===== src/rtl/rr_arbiter_4_if.sv =====
// Request/grant bundle between the four requesters and the round-robin arbiter.
// The slave modport is the arbiter side; master is the requester side.
`timescale 1ns/1ps
interface rr_arbiter_4_if;
  logic [3:0] req;
  logic [3:0] gnt;
  logic [1:0] sel;
  logic       en;
  logic       busy;
  logic       timeout;

  modport master (output req, input gnt, sel, en, busy, timeout);
  modport slave  (input req, output gnt, sel, en, busy, timeout);
endinterface


===== src/rtl/rr_arbiter_4.sv =====
// Round-robin arbiter for four requesters with bounded tenure and turnaround gap.
// sel/en feed a 2-to-4 decoder whose outputs mirror gnt.
`timescale 1ns/1ps
module rr_arbiter_4 #(
  parameter int CNT_W      = 8,
  parameter int MAX_HOLD   = 16,
  parameter int GAP_CYCLES = 1
) (
  input  logic          clk,
  input  logic          reset,
  rr_arbiter_4_if.slave bus
);

  generate
    if ((MAX_HOLD < 1) || (MAX_HOLD > (2 ** CNT_W) - 1)) begin : g_bad_max_hold
      $error("rr_arbiter_4: MAX_HOLD out of range");
    end
    if ((GAP_CYCLES < 0) || (GAP_CYCLES > (2 ** CNT_W) - 1)) begin : g_bad_gap
      $error("rr_arbiter_4: GAP_CYCLES out of range");
    end
  endgenerate

  localparam logic [CNT_W-1:0] MAX_C = CNT_W'(MAX_HOLD);
  localparam logic [CNT_W-1:0] GAP_C = CNT_W'(GAP_CYCLES);

  typedef enum logic [1:0] {IDLE, BUSY, GAP} state_t;

  state_t           state;
  logic [3:0]       gnt_q;
  logic [1:0]       sel_q;
  logic             en_q;
  logic             busy_q;
  logic             timeout_q;
  logic [1:0]       idx;
  logic [1:0]       last;
  logic [CNT_W-1:0] hold_cnt;
  logic [CNT_W-1:0] gap_cnt;

  logic [1:0] win;
  logic [1:0] cand;
  logic       found;

  // Search starts just after the previous winner; k=4 wraps back to last itself.
  always_comb begin
    win   = '0;
    cand  = '0;
    found = 1'b0;
    for (int unsigned k = 1; k <= 4; k++) begin
      cand = last + 2'(k);
      if (!found && bus.req[cand]) begin
        win   = cand;
        found = 1'b1;
      end
    end
  end

  always_ff @(posedge clk) begin
    if (reset) begin
      state     <= IDLE;
      gnt_q     <= '0;
      sel_q     <= '1;
      en_q      <= 1'b0;
      busy_q    <= 1'b0;
      timeout_q <= 1'b0;
      idx       <= '0;
      last      <= 2'd3;
      hold_cnt  <= '0;
      gap_cnt   <= '0;
    end else begin
      timeout_q <= 1'b0;
      case (state)
        IDLE: begin
          if (found) begin
            gnt_q    <= 4'b0001 << win;
            idx      <= win;
            sel_q    <= ~win;
            en_q     <= 1'b1;
            busy_q   <= 1'b1;
            hold_cnt <= CNT_W'(1);
            last     <= win;
            state    <= BUSY;
          end
        end
        BUSY: begin
          if (!bus.req[idx] || (hold_cnt == MAX_C)) begin
            gnt_q     <= '0;
            en_q      <= 1'b0;
            timeout_q <= bus.req[idx];
            hold_cnt  <= '0;
            if (GAP_CYCLES > 0) begin
              gap_cnt <= CNT_W'(1);
              state   <= GAP;
            end else begin
              busy_q <= 1'b0;
              state  <= IDLE;
            end
          end else begin
            hold_cnt <= hold_cnt + CNT_W'(1);
          end
        end
        GAP: begin
          if (gap_cnt == GAP_C) begin
            gap_cnt <= '0;
            busy_q  <= 1'b0;
            state   <= IDLE;
          end else begin
            gap_cnt <= gap_cnt + CNT_W'(1);
          end
        end
        default: state <= IDLE;
      endcase
    end
  end

  assign bus.gnt     = gnt_q;
  assign bus.sel     = sel_q;
  assign bus.en      = en_q;
  assign bus.busy    = busy_q;
  assign bus.timeout = timeout_q;

endmodule


===== src/flat_wrapper.sv =====
// flat-port wrapper written by rule: the top's interface ports become plain ports
module rr_arbiter_4_flat 
#(
  parameter int CNT_W      = 8,
  parameter int MAX_HOLD   = 16,
  parameter int GAP_CYCLES = 1
)
  (clk, reset, bus_req, bus_gnt, bus_sel, bus_en, bus_busy, bus_timeout);
  rr_arbiter_4_if bus_i ();
  input  logic clk;
  input  logic reset;
  input wire logic [$bits(bus_i.req)-1:0] bus_req;
  output wire logic [$bits(bus_i.gnt)-1:0] bus_gnt;
  output wire logic [$bits(bus_i.sel)-1:0] bus_sel;
  output wire logic [$bits(bus_i.en)-1:0] bus_en;
  output wire logic [$bits(bus_i.busy)-1:0] bus_busy;
  output wire logic [$bits(bus_i.timeout)-1:0] bus_timeout;
  assign bus_i.req = bus_req;
  assign bus_gnt = bus_i.gnt;
  assign bus_sel = bus_i.sel;
  assign bus_en = bus_i.en;
  assign bus_busy = bus_i.busy;
  assign bus_timeout = bus_i.timeout;
  rr_arbiter_4 #(.CNT_W(CNT_W), .MAX_HOLD(MAX_HOLD), .GAP_CYCLES(GAP_CYCLES)) u_core (.clk(clk), .reset(reset), .bus(bus_i));
endmodule

===== config.mk =====
export PLATFORM = sky130hd
export DESIGN_NAME = rr_arbiter_4_flat
export DESIGN_NICKNAME = d
export VERILOG_FILES = /design/src/rtl/rr_arbiter_4_if.sv /design/src/rtl/rr_arbiter_4.sv /design/src/flat_wrapper.sv
export SDC_FILE = /design/constraint.sdc
export NUM_CORES = 1
export LEC_CHECK = 0
export BUFFER_PORTS_ARGS = -buffer_cell sky130_fd_sc_hd__buf_4
export CORE_MARGIN = 1
export CORE_UTILIZATION = 60
export CTS_CLUSTER_DIAMETER = 30
export CTS_CLUSTER_SIZE = 10
export DETAILED_ROUTE_END_ITERATION = 8
export PLACE_DENSITY = 0.8
export SLEW_MARGIN = 20
export SYNTH_ARGS = -nofsm -noshare
export SYNTH_HDL_FRONTEND = slang
export SYNTH_SLANG_ARGS = --single-unit

===== constraint.sdc =====
create_clock -name clk -period 5.2 [get_ports clk]
set_input_delay 0.78 -clock clk [delete_from_list [all_inputs] [get_ports clk]]
set_output_delay 0.78 -clock clk [all_outputs]
set_load 0.005 [all_outputs]

==> results of run 1 <==
[layer usage]
metal	vias up	track usage, %	routed length (um)
met4	0	7.02	0
li1	659	-	-
met3	0	8.41	115
met2	26	42.6	1620
met1	636	29.7	1390
met5	-	0	0
[flip-flops by register name, summed over array words and instances (netlist names)]
name and cells:
u_core.last 2, u_core.hold_cnt 8, u_core.gap_cnt 8, u_core.bus.gnt 4
u_core.bus.busy 1, u_core.idx 2, u_core.bus.en 1, u_core.bus.sel 2
u_core.bus.timeout 1, u_core.state 2
[worst max-delay path by stage]
stage                from                        endpoint  slack (ns)  cells after the start
3_5_place_dp   bus_req[3]  u_core.bus.gnt[2]$_SDFFE_PP0P_        2.99                      6
5_1_grt        bus_req[1]  u_core.bus.gnt[2]$_SDFFE_PP0P_        3.25                      6
6_report       bus_req[3]  u_core.bus.gnt[2]$_SDFFE_PP0P_        3.31                      6
3_3_place_gp   bus_req[3]  u_core.bus.gnt[2]$_SDFFE_PP0P_        3.06                      6
4_1_cts        bus_req[3]  u_core.bus.gnt[2]$_SDFFE_PP0P_        3.33                      6
2_1_floorplan  bus_req[3]  u_core.bus.sel[0]$_SDFFE_PP1P_        3.27                      5
[synth_stat cells, drive strengths merged (2+ instances only)]
master  instances
nand4           2
a311oi          3
ha              4
nand3          11
inv             5
nor2           16
o21bai          2
xnor2           2
a21o            5
nor3b           4
and3            7
a21oi          18
dfxtp          31
clkbuf          2
buf             2
nand2b          5
nor2b           4
nand2           9
nor3            4
xor2            2
a211o           2
or3             3
nor4            2
o21ai          10
[layout make-up]
type                    count  area share, %
repair buffers             14           6.17
flip-flops and latches     31           36.4
inverters                   5           1.10
well taps                  30           2.20
clock inverters             1          0.294
clock buffers               6           3.01
multi-input cells         131           50.8
[worst max-delay path, stage by stage]
cell,delay [ns]
buf_4,0.12
nor4_1,0.07
or3_2,0.55
a211oi_2,0.37
nand2b_1,0.11
a21oi_1,0.13
[logic make-up (layout without fill, tap and decap cells)]
logic type | after synthesis | after routing | synth area share, %
DFF | 31 | 31 | 40.3
adders and majority gates | 4 | 4 | 3.25
AOI/OAI and AO/OA | 48 | 48 | 20.9
buffers and inverters | 10 | 26 | 3.57
muxes | 2 | 2 | 2.11
xor gates and xnor gates | 4 | 4 | 2.27
and+or+nand+nor | 73 | 73 | 27.7
[power by group through the flow]
stage	clock network, mW	logic, mW	registers (mW)
finish	0.144	0.151	0.287
global route	0.160	0.169	0.291
CTS	0.148	0.152	0.287
detailed placement	0	0.151	0.292
global placement	0	0.146	0.291
floorplan	0	0.111	0.289
==> metrics, run 1 <==
total CTS buffers=5; Avg Cell Area, Syn=8.96 sq um; #FFs+latches synth=31; Setup crit start kind=input pin; power density cells=342 mW/mm^2; sequential cell fraction of total power=49.3%; CP Capture Type=register; Final ANT Viol Nets=0; gr ovfl total=0; fin crit share=36.3%; Syn Nets=182; P_leak=0.681 nW; gr usage total=25.1%; detailed placement HPWL=2220 um; Yosys top cell area share=40.3%; total die area=0.00278 sq mm; Starting Density=62.8%; vias in the first global route=1,190; CP max FO=12; CTS tree=done; clk root buf=clkbuf_4; Cell variety after synth=49; Setup Skew=0.0162 ns; number of placed instances, taps included=211; Ports=15; min Tclk post-route=1.89 ns; sequential element share of the synthesized area=40.3%; RSZ-0062 raised after global routing=false; switching portion of total power=32.3%; Worst-Margin Slew=0.688 ns; DRT iter0 DRCs=38; critical path class=input pin to register; Max Slew Vio Count=0; Post-layout nets=198; drt first pass iters=4; PostCTS Resize Cnt=0; Area growth syn-to-layout=10.6%; min-delay worst type=register to register; post-DR vias/cell=6.06; Psw=0.188 mW; Post-Syn Instances=172; Slew headroom=53.4%; first-pass GRT wire length=5090 um; wire per inst=14.3 um; Syn Std Cell Area=0.00154 sq mm; register area=621 sq um; dpl cell area=0.00165 sq mm; Clock Path Buffers=2; Hold Slack=0.470 ns; Internal=0.394 mW; remaining routing DRC violations=0; CP arrival=2.14 ns; status=finished, final reports clean; Synth area leaders=dfxtp_1 (40%), a21oi_1 (5.8%), nor2_1 (3.9%); Die Ht=52.7 um; Most used DFF post-synth=dfxtp_1; clock network fraction of total power=24.7%; largest net degree at the start of global routing=28; commonest non-fill, non-tap cell in the layout=dfxtp_1; Async S/R FF share, synth=0%; Core Util, Final=69.4%; Worst-path clk slew=0.09 ns; antenna cell count=0; H-tree levels=2; hold_sp=u_core.bus.gnt[0]$_SDFFE_PP0P_; setup TNS=0 ns; total clock sinks=31; Comb pwr share=26.0%; post-route cell area=0.00170 sq mm; number of synthesized flops with an enable pin=0; die width=52.7 um; Hold EP=u_core.bus.gnt[0]$_SDFFE_PP0P_; setup bufs post-CTS=0; CTS Hold Buffers Added=0; DP Worst Slack=2.99 ns; post-synth top area cell=dfxtp_1; Multi-input gate area=866 sq um; row cnt=18; port buffer count=14; FMAX=0.529 GHz; Worst R2R Start=u_core.gap_cnt[0]$_SDFFE_PP0P_; R2R Setup Slk=3.37 ns; Fill cells=209; Max-Cap Viols=0; most frequent cells in the layout=dfxtp_1 (31), a21oi_1 (18), nor2_1 (16); routed via count=1,321; FF-to-FF End=u_core.gap_cnt[5]$_SDFFE_PP0P_; YS warnings=0; Req. time, crit path=5.45 ns; share of post-route cells with drive strength above 1=17.6%; Core Box Area=0.00245 sq mm; total routed wirelength=3120 um; final hold violation count=0; VDD IR max=227 uV; hold path depth=2; clk_lat worst skew=0.32 ns; routability cong.=0.885; PnR Total Power=0.582 mW; antenna violations before repair=0; # setup viols final=0; non-filler cells, final=218; setup ws final=3.31 ns; path depth of the worst reg2reg path=6
(Power assumes the default switching activity.)
==> inputs of run 2 (changes only) <==
--- a/config.mk
+++ b/config.mk
@@ -7,11 +7,11 @@
 export LEC_CHECK = 0
 export BUFFER_PORTS_ARGS = -buffer_cell sky130_fd_sc_hd__buf_4
 export CORE_MARGIN = 1
-export CORE_UTILIZATION = 60
+export CORE_UTILIZATION = 57
 export CTS_CLUSTER_DIAMETER = 30
 export CTS_CLUSTER_SIZE = 10
 export DETAILED_ROUTE_END_ITERATION = 8
-export PLACE_DENSITY = 0.8
+export PLACE_DENSITY = 0.76
 export SLEW_MARGIN = 20
 export SYNTH_ARGS = -nofsm -noshare
 export SYNTH_HDL_FRONTEND = slang
==> constraint.sdc (replaced) <==
create_clock -name clk -period 1.8 [get_ports clk]
set_input_delay 0.27 -clock clk [delete_from_list [all_inputs] [get_ports clk]]
set_output_delay 0.27 -clock clk [all_outputs]
set_load 0.005 [all_outputs]
==> metrics, run 2 (synthesis gave the netlist of run 1 again) <==
min-delay worst type=input pin to register; wire per inst=15.1 um; # setup viols final=0; H-tree levels=2; routability cong.=0.884; Top Metal Used=met4; gr ovfl total=0; CTS Hold Buffers Added=0; P_leak=0.723 nW; clk_lat worst skew=0.33 ns; Clock Path Buffers=2; Area growth syn-to-layout=15.8%; Max-Cap Viols=0; vias in the first global route=1,210; DRT iter0 DRCs=51; Slew headroom=52.8%; antenna cell count=0; CTS tree=done; R2R Setup Slk=0.04 ns; Setup crit start kind=register; critical path class=register to register; post-DR vias/cell=6.06; slowest CP cell=or4b_4; switching portion of total power=32.6%; fin crit share=97.8%; slowest stage delay, CP=0.47 ns; met3 wire length=157 um; detailed placement HPWL=2260 um; Worst-Margin Slew=0.697 ns; Setup Skew=0.00830 ns; status=finished, final reports clean; Critical Path, Cell by Cell=inv_1, ha_1, or4b_4, nor4_4, nor2_4, a21oi_1, a311oi_1; path depth of the worst reg2reg path=7; routed via count=1,364; row cnt=18; power density cells=987 mW/mm^2; Final ANT Viol Nets=0; first-pass GRT wire length=5220 um; commonest non-fill, non-tap cell in the layout=dfxtp_1; total die area=0.00292 sq mm; setup TNS=0 ns; total clock sinks=31; drt first pass iters=4; remaining routing DRC violations=0; wire length on met2=1630 um; CP arrival=1.97 ns; total routed wirelength=3400 um; clock network fraction of total power=23.6%; Req. time, crit path=2.01 ns; Ports=15; gr usage total=25.5%; total CTS buffers=5; Max Slew Vio Count=0; FF-to-FF End=u_core.gap_cnt[5]$_SDFFE_PP0P_; min Tclk post-route=1.76 ns; Starting Density=61.1%; CP max FO=7; Internal=1.19 mW; largest net degree at the start of global routing=28; Die Ht=54.0 um; Post-layout nets=205; final hold violation count=0; crit path from=u_core.gap_cnt[1]$_SDFFE_PP0P_; antenna violations before repair=0; number of placed instances, taps included=215; port buffer count=14; VDD IR max=794 uV; RSZ-0062 raised after global routing=true; Worst-path clk slew=0.10 ns; most frequent cells in the layout=dfxtp_1 (29), buf_4 (21), a21oi_1 (17); clk root buf=clkbuf_4; Core Box Area=0.00252 sq mm; Worst Setup EP=u_core.gap_cnt[5]$_SDFFE_PP0P_; FMAX=0.568 GHz; Worst R2R Start=u_core.gap_cnt[1]$_SDFFE_PP0P_; sequential cell fraction of total power=47.2%; share of post-route cells with drive strength above 1=24.1%; Comb pwr share=29.2%; CP Capture Type=register; die width=54.0 um; non-filler cells, final=225; met1 WL=1590 um; Psw=0.575 mW
run 2: what timing repair did:
| action | 4_1_cts | 5_1_grt |
|---|---|---|
| buffers inserted | 0 | 3 |
| pin swaps | 0 | 2 |
| endpoints found under the setup margin | 3 | 11 |
| resized for setup | 1 | 10 |
run 2: metrics by stage:
step / total power, mW / setup WS, ns / area [sq um] / utilization, % / hold WS (ns)
5_1_grt: 1.86 / -0.00875 / 1790 / 70.8 / 0.297
4_1_cts: 1.72 / 0.00280 / 1740 / 68.8 / 0.294
2_1_floorplan: 1.16 / 0.144 / 1540 / - / 0.449
6_report: 1.76 / 0.0398 / 1790 / 70.8 / 0.314
3_5_place_dp: 1.31 / -0.0190 / 1680 / 66.5 / 0.447
3_3_place_gp: 1.29 / 0.0575 / 1680 / 66.5 / 0.452
run 2: worst min-delay path by stage:
stage                                  from                              to  slack (ns)  cells after the start
2_1_floorplan  u_core.bus.busy$_SDFFE_PP0P_    u_core.bus.busy$_SDFFE_PP0P_        0.45                      2
3_3_place_gp   u_core.bus.busy$_SDFFE_PP0P_    u_core.bus.busy$_SDFFE_PP0P_        0.45                      2
3_5_place_dp   u_core.bus.busy$_SDFFE_PP0P_    u_core.bus.busy$_SDFFE_PP0P_        0.45                      2
4_1_cts                               reset  u_core.bus.gnt[3]$_SDFFE_PP0P_        0.29                      2
5_1_grt                               reset  u_core.bus.gnt[3]$_SDFFE_PP0P_        0.30                      2
6_report                              reset  u_core.bus.gnt[3]$_SDFFE_PP0P_        0.31                      2
run 2: final cells by class:
type | instances | area, sq um
multi-input combinational | 131 | 892
timing repair buffer | 21 | 158
clock buffer | 6 | 51.3
inverter | 5 | 18.8
fill | 204 | 737
sequential | 31 | 623
clock inverter | 1 | 5.00
tap | 30 | 37.5
run 2: power groups by stage:
stage | Combinational (mW) | Sequential (mW) | Clock, mW
2_1_floorplan | 0.322 | 0.834 | 0
3_3_place_gp | 0.457 | 0.834 | 0
3_5_place_dp | 0.468 | 0.840 | 0
4_1_cts | 0.475 | 0.825 | 0.425
5_1_grt | 0.562 | 0.844 | 0.456
6_report | 0.514 | 0.832 | 0.417
run 2: layer usage:
metal | GRT usage [%] | vias up
met5 | 0 | -
met4 | 9.40 | 0
met3 | 9.89 | 4
met2 | 39.3 | 42
met1 | 32.0 | 641
li1 | - | 677
run 2: critical path: cells and delay by family, from the launching register on:
family          cells  cell delay (ns)
buf+inv             1             0.08
fa+ha+maj           1             0.13
simple gates        3             0.87
flops               1             0.34
compound gates      2             0.23
